$ cat config.mk
export PLATFORM = sky130hd
export DESIGN_NAME = des_ip_ingress
export DESIGN_NICKNAME = d
export VERILOG_FILES = /design/src/rtl/des_pkg.sv /design/src/rtl/des_ip_perm.sv /design/src/rtl/des_ip_ingress.sv
export SDC_FILE = /design/constraint.sdc
export NUM_CORES = 1
export LEC_CHECK = 0
export BUFFER_PORTS_ARGS = -buffer_cell sky130_fd_sc_hd__buf_2
export CORE_UTILIZATION = 55
export DETAILED_ROUTE_END_ITERATION = 10
export PLACE_DENSITY = 0.75
export SLEW_MARGIN = 20
export SYNTH_ARGS = -nofsm -noshare
export SYNTH_HDL_FRONTEND = slang
export SYNTH_SLANG_ARGS = --single-unit
$ cat constraint.sdc
create_clock -name clk -period 5.1 [get_ports clk]
set_input_delay 1.02 -clock clk [delete_from_list [all_inputs] [get_ports clk]]
set_output_delay 1.02 -clock clk [all_outputs]
set_load 0.01 [all_outputs]
$ cat src/rtl/des_pkg.sv
// Shared DES definitions: block widths, IP/FP tables and permutation helpers.
// Used by the ingress datapath (des_ip_ingress, optional DES_IP_FLUSH_EN build).
package des_pkg;

  localparam int DES_BLK_W  = 64;
  localparam int DES_HALF_W = 32;

  // Tables use DES bit numbering: bit 1 is the MSB, bit 64 the LSB.
  localparam int unsigned IP_TBL [64] = '{
    58, 50, 42, 34, 26, 18, 10, 2,
    60, 52, 44, 36, 28, 20, 12, 4,
    62, 54, 46, 38, 30, 22, 14, 6,
    64, 56, 48, 40, 32, 24, 16, 8,
    57, 49, 41, 33, 25, 17,  9, 1,
    59, 51, 43, 35, 27, 19, 11, 3,
    61, 53, 45, 37, 29, 21, 13, 5,
    63, 55, 47, 39, 31, 23, 15, 7
  };

  localparam int unsigned FP_TBL [64] = '{
    40, 8, 48, 16, 56, 24, 64, 32,
    39, 7, 47, 15, 55, 23, 63, 31,
    38, 6, 46, 14, 54, 22, 62, 30,
    37, 5, 45, 13, 53, 21, 61, 29,
    36, 4, 44, 12, 52, 20, 60, 28,
    35, 3, 43, 11, 51, 19, 59, 27,
    34, 2, 42, 10, 50, 18, 58, 26,
    33, 1, 41,  9, 49, 17, 57, 25
  };

  typedef struct packed {
    logic [DES_HALF_W-1:0] l;
    logic [DES_HALF_W-1:0] r;
  } des_lr_t;

  function automatic logic [DES_BLK_W-1:0] des_ip(input logic [DES_BLK_W-1:0] blk);
    logic [DES_BLK_W-1:0] res;
    res = '0;
    for (int i = 0; i < DES_BLK_W; i++)
      res[DES_BLK_W-1-i] = blk[DES_BLK_W-IP_TBL[i]];
    return res;
  endfunction

  function automatic logic [DES_BLK_W-1:0] des_fp(input logic [DES_BLK_W-1:0] blk);
    logic [DES_BLK_W-1:0] res;
    res = '0;
    for (int i = 0; i < DES_BLK_W; i++)
      res[DES_BLK_W-1-i] = blk[DES_BLK_W-FP_TBL[i]];
    return res;
  endfunction

endpackage

$ cat src/rtl/des_ip_perm.sv
// Purely combinational DES initial permutation between the assembler and the FIFO.
module des_ip_perm
  import des_pkg::*;
(
  input  logic [DES_BLK_W-1:0] blk_in,
  output logic [DES_BLK_W-1:0] blk_out
);

  assign blk_out = des_ip(blk_in);

endmodule

$ cat src/rtl/des_ip_ingress.sv
// DES ingress: byte assembler, initial permutation, block FIFO toward the round engine.
// Define DES_IP_FLUSH_EN to add in_last/out_last and zero-padded short blocks.
module des_ip_ingress
  import des_pkg::*;
#(
  parameter int FIFO_DEPTH = 2
) (
  input  logic                  clk,
  input  logic                  rst_n,
  input  logic                  in_valid,
  output logic                  in_ready,
  input  logic [7:0]            in_byte,
`ifdef DES_IP_FLUSH_EN
  input  logic                  in_last,
  output logic                  out_last,
`endif
  output logic                  out_valid,
  input  logic                  out_ready,
  output logic [DES_HALF_W-1:0] out_l,
  output logic [DES_HALF_W-1:0] out_r,
  output logic [15:0]           blk_cnt
);

  localparam int PTR_W = (FIFO_DEPTH > 1) ? $clog2(FIFO_DEPTH) : 1;
  localparam int CNT_W = PTR_W + 1;

  logic [2:0]           byte_cnt;
  logic [DES_BLK_W-1:0] asm_q;
  logic [DES_BLK_W-1:0] asm_next;
  logic [DES_BLK_W-1:0] blk_closed;
  des_lr_t              blk_perm;
  des_lr_t              mem [FIFO_DEPTH];
  logic [PTR_W-1:0]     wr_ptr;
  logic [PTR_W-1:0]     rd_ptr;
  logic [CNT_W-1:0]     fill;
  logic                 xfer;
  logic                 push;
  logic                 pop;
  logic                 fifo_full;
  logic                 fifo_empty;

  assign fifo_full  = (fill == CNT_W'(FIFO_DEPTH));
  assign fifo_empty = (fill == '0);
  assign asm_next   = {asm_q[DES_BLK_W-9:0], in_byte};
  assign xfer       = in_valid && in_ready;
  assign pop        = out_valid && out_ready;

`ifdef DES_IP_FLUSH_EN
  assign in_ready   = rst_n && !fifo_full;
  assign push       = xfer && ((byte_cnt == 3'd7) || in_last);
  // Short blocks keep their bytes at the MSB end; the missing bytes become zeros.
  assign blk_closed = asm_next << {3'd7 - byte_cnt, 3'b000};
`else
  // Only the block-closing byte needs a free slot; a same-cycle pop is ignored.
  assign in_ready   = rst_n && !((byte_cnt == 3'd7) && fifo_full);
  assign push       = xfer && (byte_cnt == 3'd7);
  assign blk_closed = asm_next;
`endif

  des_ip_perm u_perm (
    .blk_in  (blk_closed),
    .blk_out (blk_perm)
  );

  // NOTE: state registers use non-blocking assignments so every flop samples pre-edge values.
  always_ff @(posedge clk or negedge rst_n) begin
    if (!rst_n) begin
      byte_cnt <= '0;
      asm_q    <= '0;
    end else if (xfer) begin
      asm_q    <= push ? '0 : asm_next;
      byte_cnt <= push ? '0 : byte_cnt + 3'd1;
    end
  end

  always_ff @(posedge clk or negedge rst_n) begin
    if (!rst_n) begin
      wr_ptr  <= '0;
      rd_ptr  <= '0;
      fill    <= '0;
      blk_cnt <= '0;
    end else begin
      if (push) begin
        wr_ptr  <= wr_ptr + PTR_W'(1);
        blk_cnt <= blk_cnt + 16'd1;
      end
      if (pop)
        rd_ptr <= rd_ptr + PTR_W'(1);
      case ({push, pop})
        2'b10:   fill <= fill + CNT_W'(1);
        2'b01:   fill <= fill - CNT_W'(1);
        default: fill <= fill;
      endcase
    end
  end

  // NOTE: the storage is reset because out_l/out_r must read zero during reset.
  always_ff @(posedge clk or negedge rst_n) begin
    if (!rst_n) begin
      for (int i = 0; i < FIFO_DEPTH; i++)
        mem[i] <= '0;
    end else if (push) begin
      mem[wr_ptr] <= blk_perm;
    end
  end

`ifdef DES_IP_FLUSH_EN
  logic last_mem [FIFO_DEPTH];

  always_ff @(posedge clk or negedge rst_n) begin
    if (!rst_n) begin
      for (int i = 0; i < FIFO_DEPTH; i++)
        last_mem[i] <= 1'b0;
    end else if (push) begin
      last_mem[wr_ptr] <= in_last;
    end
  end

  assign out_last = last_mem[rd_ptr];
`endif

  assign out_valid = !fifo_empty;
  assign out_l     = mem[rd_ptr].l;
  assign out_r     = mem[rd_ptr].r;

  always_ff @(posedge clk) begin
    if (rst_n) begin
      assert (!(push && fifo_full));
      assert (!(pop && fifo_empty));
    end
  end

endmodule

Word level (Yosys, flattened, before mapping)
Index checks and enable logic that the tools add are counted.

Add/subtract/negate cells: 6. $lt $le $gt $ge: 3. Equal/unequal tests: 4. Mux-type cells: 9. Bitwise gates (word level): 2. Reductions and logical operators: 10.

Operators by type and width (count): two-way mux 64 bit (4); bitwise mux 128 bit (1); demux 64 bit (select 1 bit) (1); two-way mux 56 bit (1); adder 16 x 1 -> 16 bit, second input constant (1); logical AND 1 bit (6); equality test 2 bit, second input constant (2); greater-or-equal comparator 2 bit, second input constant (2); inverter 1 -> 2 bit (2); one-hot mux 2 bit (2 select lines) (1); adder 3 x 1 -> 3 bit, second input constant (1); equality test 3 bit, second input constant (1); two-way mux 3 bit (1); adder 1 bit, second input constant (2); adder 2 x 1 -> 2 bit, second input constant (1); equality test 2 x 1 -> 1 bit, second input constant (1); zero test 1 bit (2); zero test 2 bit (1); less-than comparator 2 x 1 -> 1 bit, second input constant (1); nonzero test 2 bit (1); subtractor 2 x 1 -> 2 bit, second input constant (1).

Bits in registers: 207. Output and inout bits: 82.

Depth between registers and ports, before layout
Depth after elaboration: 8. Depth in mapped cells: 9. Gate-level depth less buffers: 8.

By module
Synthesis repeated with hierarchy kept, for this count alone.

Cell total of the unflattened synthesis: 745. Area total of the unflattened synthesis: 9435.3 um^2.

Modules (own cells, without submodules): des_ip_ingress (instances 1, cells each 681, area each 8954.8 um^2, sequential area each 5180.0 um^2); des_ip_perm (instances 1, cells each 64, area each 480.5 um^2, sequential area each 0.0 um^2).

Worst setup path after synthesis
No wires, ideal clock.

Path kind: input port to output port. Start point: in rst_n. End point: out in_ready. Arrival: 1320 ps. Slack: 2760 ps. Cell stages on the path: 1. Buffers on the path: 0. Cell sequence: a21boi_0.

Word-level cells in the longest chain between the ends: 1.

RTL lines: start, declared (RTL line des_ip_ingress.sv:9) `input logic rst_n,`; logical AND 1 bit (RTL line des_ip_ingress.sv:55) `assign in_ready = rst_n && !((byte_cnt == 3'd7) && fifo_full);`; end, declared (RTL line des_ip_ingress.sv:11) `output logic in_ready,`.

No other way between the ends.

Worst setup path in the final report
Start point: reg rd_ptr. End point: out out_l[27].

Word-level cells in the longest chain between the ends: 4.

RTL lines: start, declared (RTL line des_ip_ingress.sv:34) `logic [PTR_W-1:0] rd_ptr;`; start signal, assigned (RTL line des_ip_ingress.sv:88) `rd_ptr <= rd_ptr + PTR_W'(1);`; inverter 1 -> 2 bit (implied by the code) (RTL line des_ip_ingress.sv:123) `assign out_l = mem[rd_ptr].l;`; two-way mux 64 bit (2 in series); two-way mux 64 bit (implied by the code) (RTL line des_ip_ingress.sv:123); end, declared (RTL line des_ip_ingress.sv:19) `output logic [DES_HALF_W-1:0] out_l,`.

No other way between the ends. The select of a mux whose other input is x is not followed.

==> summary.txt <==
Port Buf Inserts -> 93
outcome -> finished clean
unrepaired setup endpoints after global routing -> false
Wirelength per Cell -> 17.56 um
CORE AREA -> 15890 um2
critical path class -> register to primary output
Initial Util -> 56.37%
root buf cell -> clkbuf_16
Crit path max-delay family -> flip-flops
Setup-failing EPs final -> 0
Max clock buf depth -> 3
Yosys cell types -> 29
R2R cell count -> 7
worst-case clock skew -> 8.592 ps
CTS tree -> done
Die Wd -> 129.6 um
largest cells by area after synthesis -> dfrtp_1 58%, mux2_2 22%, nand2_1 5.5%
critical path startpoint category -> register
# Post-CTS Setup Buffers -> 0
syn_nets -> 697
Crit Path Max Fanout -> 34
drc violations -> 0
# resized after CTS -> 0
Final Max Tran Viols -> 0
Sink Count -> 207
TritonRoute pass-1 iters -> 4
grt ovf -> 0
sequential share of the synthesized area -> 57.85%
Mean Syn Cell Area -> 13.15 um2
Max rail drop VDD -> 287.6 uV
pin count of the biggest net entering global routing -> 76
total number of vias -> 5456
cell area after layout -> 10260 um2
worst skew pair latency -> 500 ps
final WL -> 17540 um
final core occ -> 64.62%
Fmax -> 277.7 MHz
Max Cap Violations -> 0
Final #Nets -> 784
Synth top area share -> 57.85%
Buffers & Inverters on Critical Path -> 2
Leakage Power -> 5.484 nW
Tmin final -> 3601 ps
vias in the first global route -> 5616
Initial DRC Count -> 272
# fillers -> 1222
DRT antenna net count -> 0
proportion of layout cells with a drive suffix above 1 -> 41.00%
Synth area leader -> dfrtp_1
total track usage -> 21.76%
Tcrit/Tclk final -> 70.61%
class of the worst hold path -> register to register
clock-pin slew on the worst setup and hold paths -> 60 ps
Crit path largest cell delay -> 930 ps
cts-stage hold buffer count -> 0
H-tree depth -> 1
Rel. slew slack -> 33.57%
slowest CP cell -> dfrtp_2
CP Cell Sequence -> buf_4, mux2_2, buf_2
critical path arrival -> 2580 ps
setup TNS -> 0 ps
die footprint -> 16800 um2
antenna violations before repair -> 0
I/O pin count -> 94
transition time of the tightest slew-check pin -> 996.5 ps
WHS Path Cells -> 1
first-pass GRT wire length -> 28870 um
placed cell area -> 9517 um2
Die Ht -> 129.6 um
Hold Violations, Final -> 0
total CTS buffers -> 22
Final HPWL DP -> 10230 um
vias per cell -> 5.461
Cell Pwr Density -> 458.1 nW/um2
# rows -> 46
diode count -> 0
flops & latches, synth -> 207
Stages on worst setup path -> 3
yosys warns -> 0
Crit. End Element -> primary output
Mapped Cells -> 681
P&R area growth vs syn -> 14.63%
Hold Slack -> 488.9 ps
Syn Std Cell Area -> 8955 um2
Required @ worst endpoint -> 4080 ps
gp weighted congestion -> 0.7609
-- registers in the layout, indices dropped and copies added, names as in the netlist --
| register | flops |
|---|---|
| asm_q | 56 |
| byte_cnt | 3 |
| blk_cnt | 16 |
| fill | 2 |
| wr_ptr | 1 |
| mem | 128 |
| rd_ptr | 1 |
-- worst paths after layout --
path | start | slack [ps] | endpoint
hold / removal | mem[10]$_DFFE_PN0P_ | 490 | mem[10]$_DFFE_PN0P_
setup / recovery | rd_ptr$_DFFE_PN0P_ | 1500 | out_l[27]
max in group asynchronous | rst_n | 2390 | asm_q[50]$_DFFE_PN0P_
setup reg to reg | byte_cnt[0]$_DFFE_PN0P_ | 2530 | mem[80]$_DFFE_PN0P_
hold reg to reg | mem[10]$_DFFE_PN0P_ | 490 | mem[10]$_DFFE_PN0P_
min in group asynchronous | rst_n | 500 | mem[26]$_DFFE_PN0P_
-- synthesized netlist by cell type, drive strengths merged --
library cell	number
dfrtp	207
mux2	192
nand2	133
nand3b	56
buf	20
clkbuf	18
xnor2	16
nand3	5
nand4	5
nor2	5
ha	4
xor2	4
and2	3
nor3	2
a21boi	1
a21o	1
a21oi	1
and3	1
and4	1
inv	1
nand2b	1
nor2b	1
nor4	1
o31ai	1
or2	1
-- per-layer routing --
layer	routed length (um)	GRT usage, %	up-vias	share of wire, %
met5	0	0	-	0
met4	248	5.335	0	1.4
met3	646	3.055	23	3.7
met2	8607	35.99	116	49
met1	8038	30.55	2798	46
li1	-	-	2519	-
-- report_power, final --
group,internal (mW),switching (mW)
Clock,0.986,0.634
Sequential,1.95,0.275
Combinational,0.454,0.404
-- layout by cell type (no fill, tap or decap), types with 4 or more instances in the layout --
cell and instances:
mux2_2 176, xnor2_1 16, mux2_1 16, nand3b_1 56, dfrtp_1 206, clkbuf_1 4, nand4_1 5, nor2_1 4
clkbuf_16 22, nand2_1 132, xor2_1 4, buf_2 92, clkbuf_8 7, buf_4 8, nand3_1 5
-- cells by family (layout without fill, tap and decap cells) --
logic type / count (synthesis) / in the layout / synth area share [%]
AND/OR/NAND/NOR: 215 / 215 / 12.31
flip-flops: 207 / 207 / 57.85
multiplexers: 192 / 192 / 24.14
buffers and inverters: 39 / 141 / 2.878
XOR/XNOR: 20 / 20 / 1.956
adder cells (fa/ha/maj): 4 / 4 / 0.5589
AO/OA/AOI/OAI: 4 / 4 / 0.3074
-- through the flow --
step	total power, mW	worst slack (ps)	instances
after CTS	4.746	1490	999
after global routing	4.936	1389	999
after floorplan	2.794	2760	681
after global placement	3.063	1591	960
final	4.702	1499	999
after detailed placement	3.120	1522	960
-- final cells by class --
cell class	instances	area [um2]	area share [%]
flip-flops and latches	207	5181	50.48
multi-input cells	435	3522	34.31
clock buffers	32	648.1	6.314
repair buffers	101	534.3	5.205
well taps	216	270.3	2.633
clock inverters	7	100.1	0.9751
inverters	1	8.758	0.08532
-- worst register-to-register path: cells and delay by family, from the launching register on --
| kind | cells | cell delay, ps |
|---|---|---|
| simple gates | 2 | 730 |
| fa+ha+maj | 2 | 350 |
| flops | 1 | 390 |
| buf+inv | 2 | 580 |
| mux | 1 | 400 |
Power figures use the tool's default switching activity.
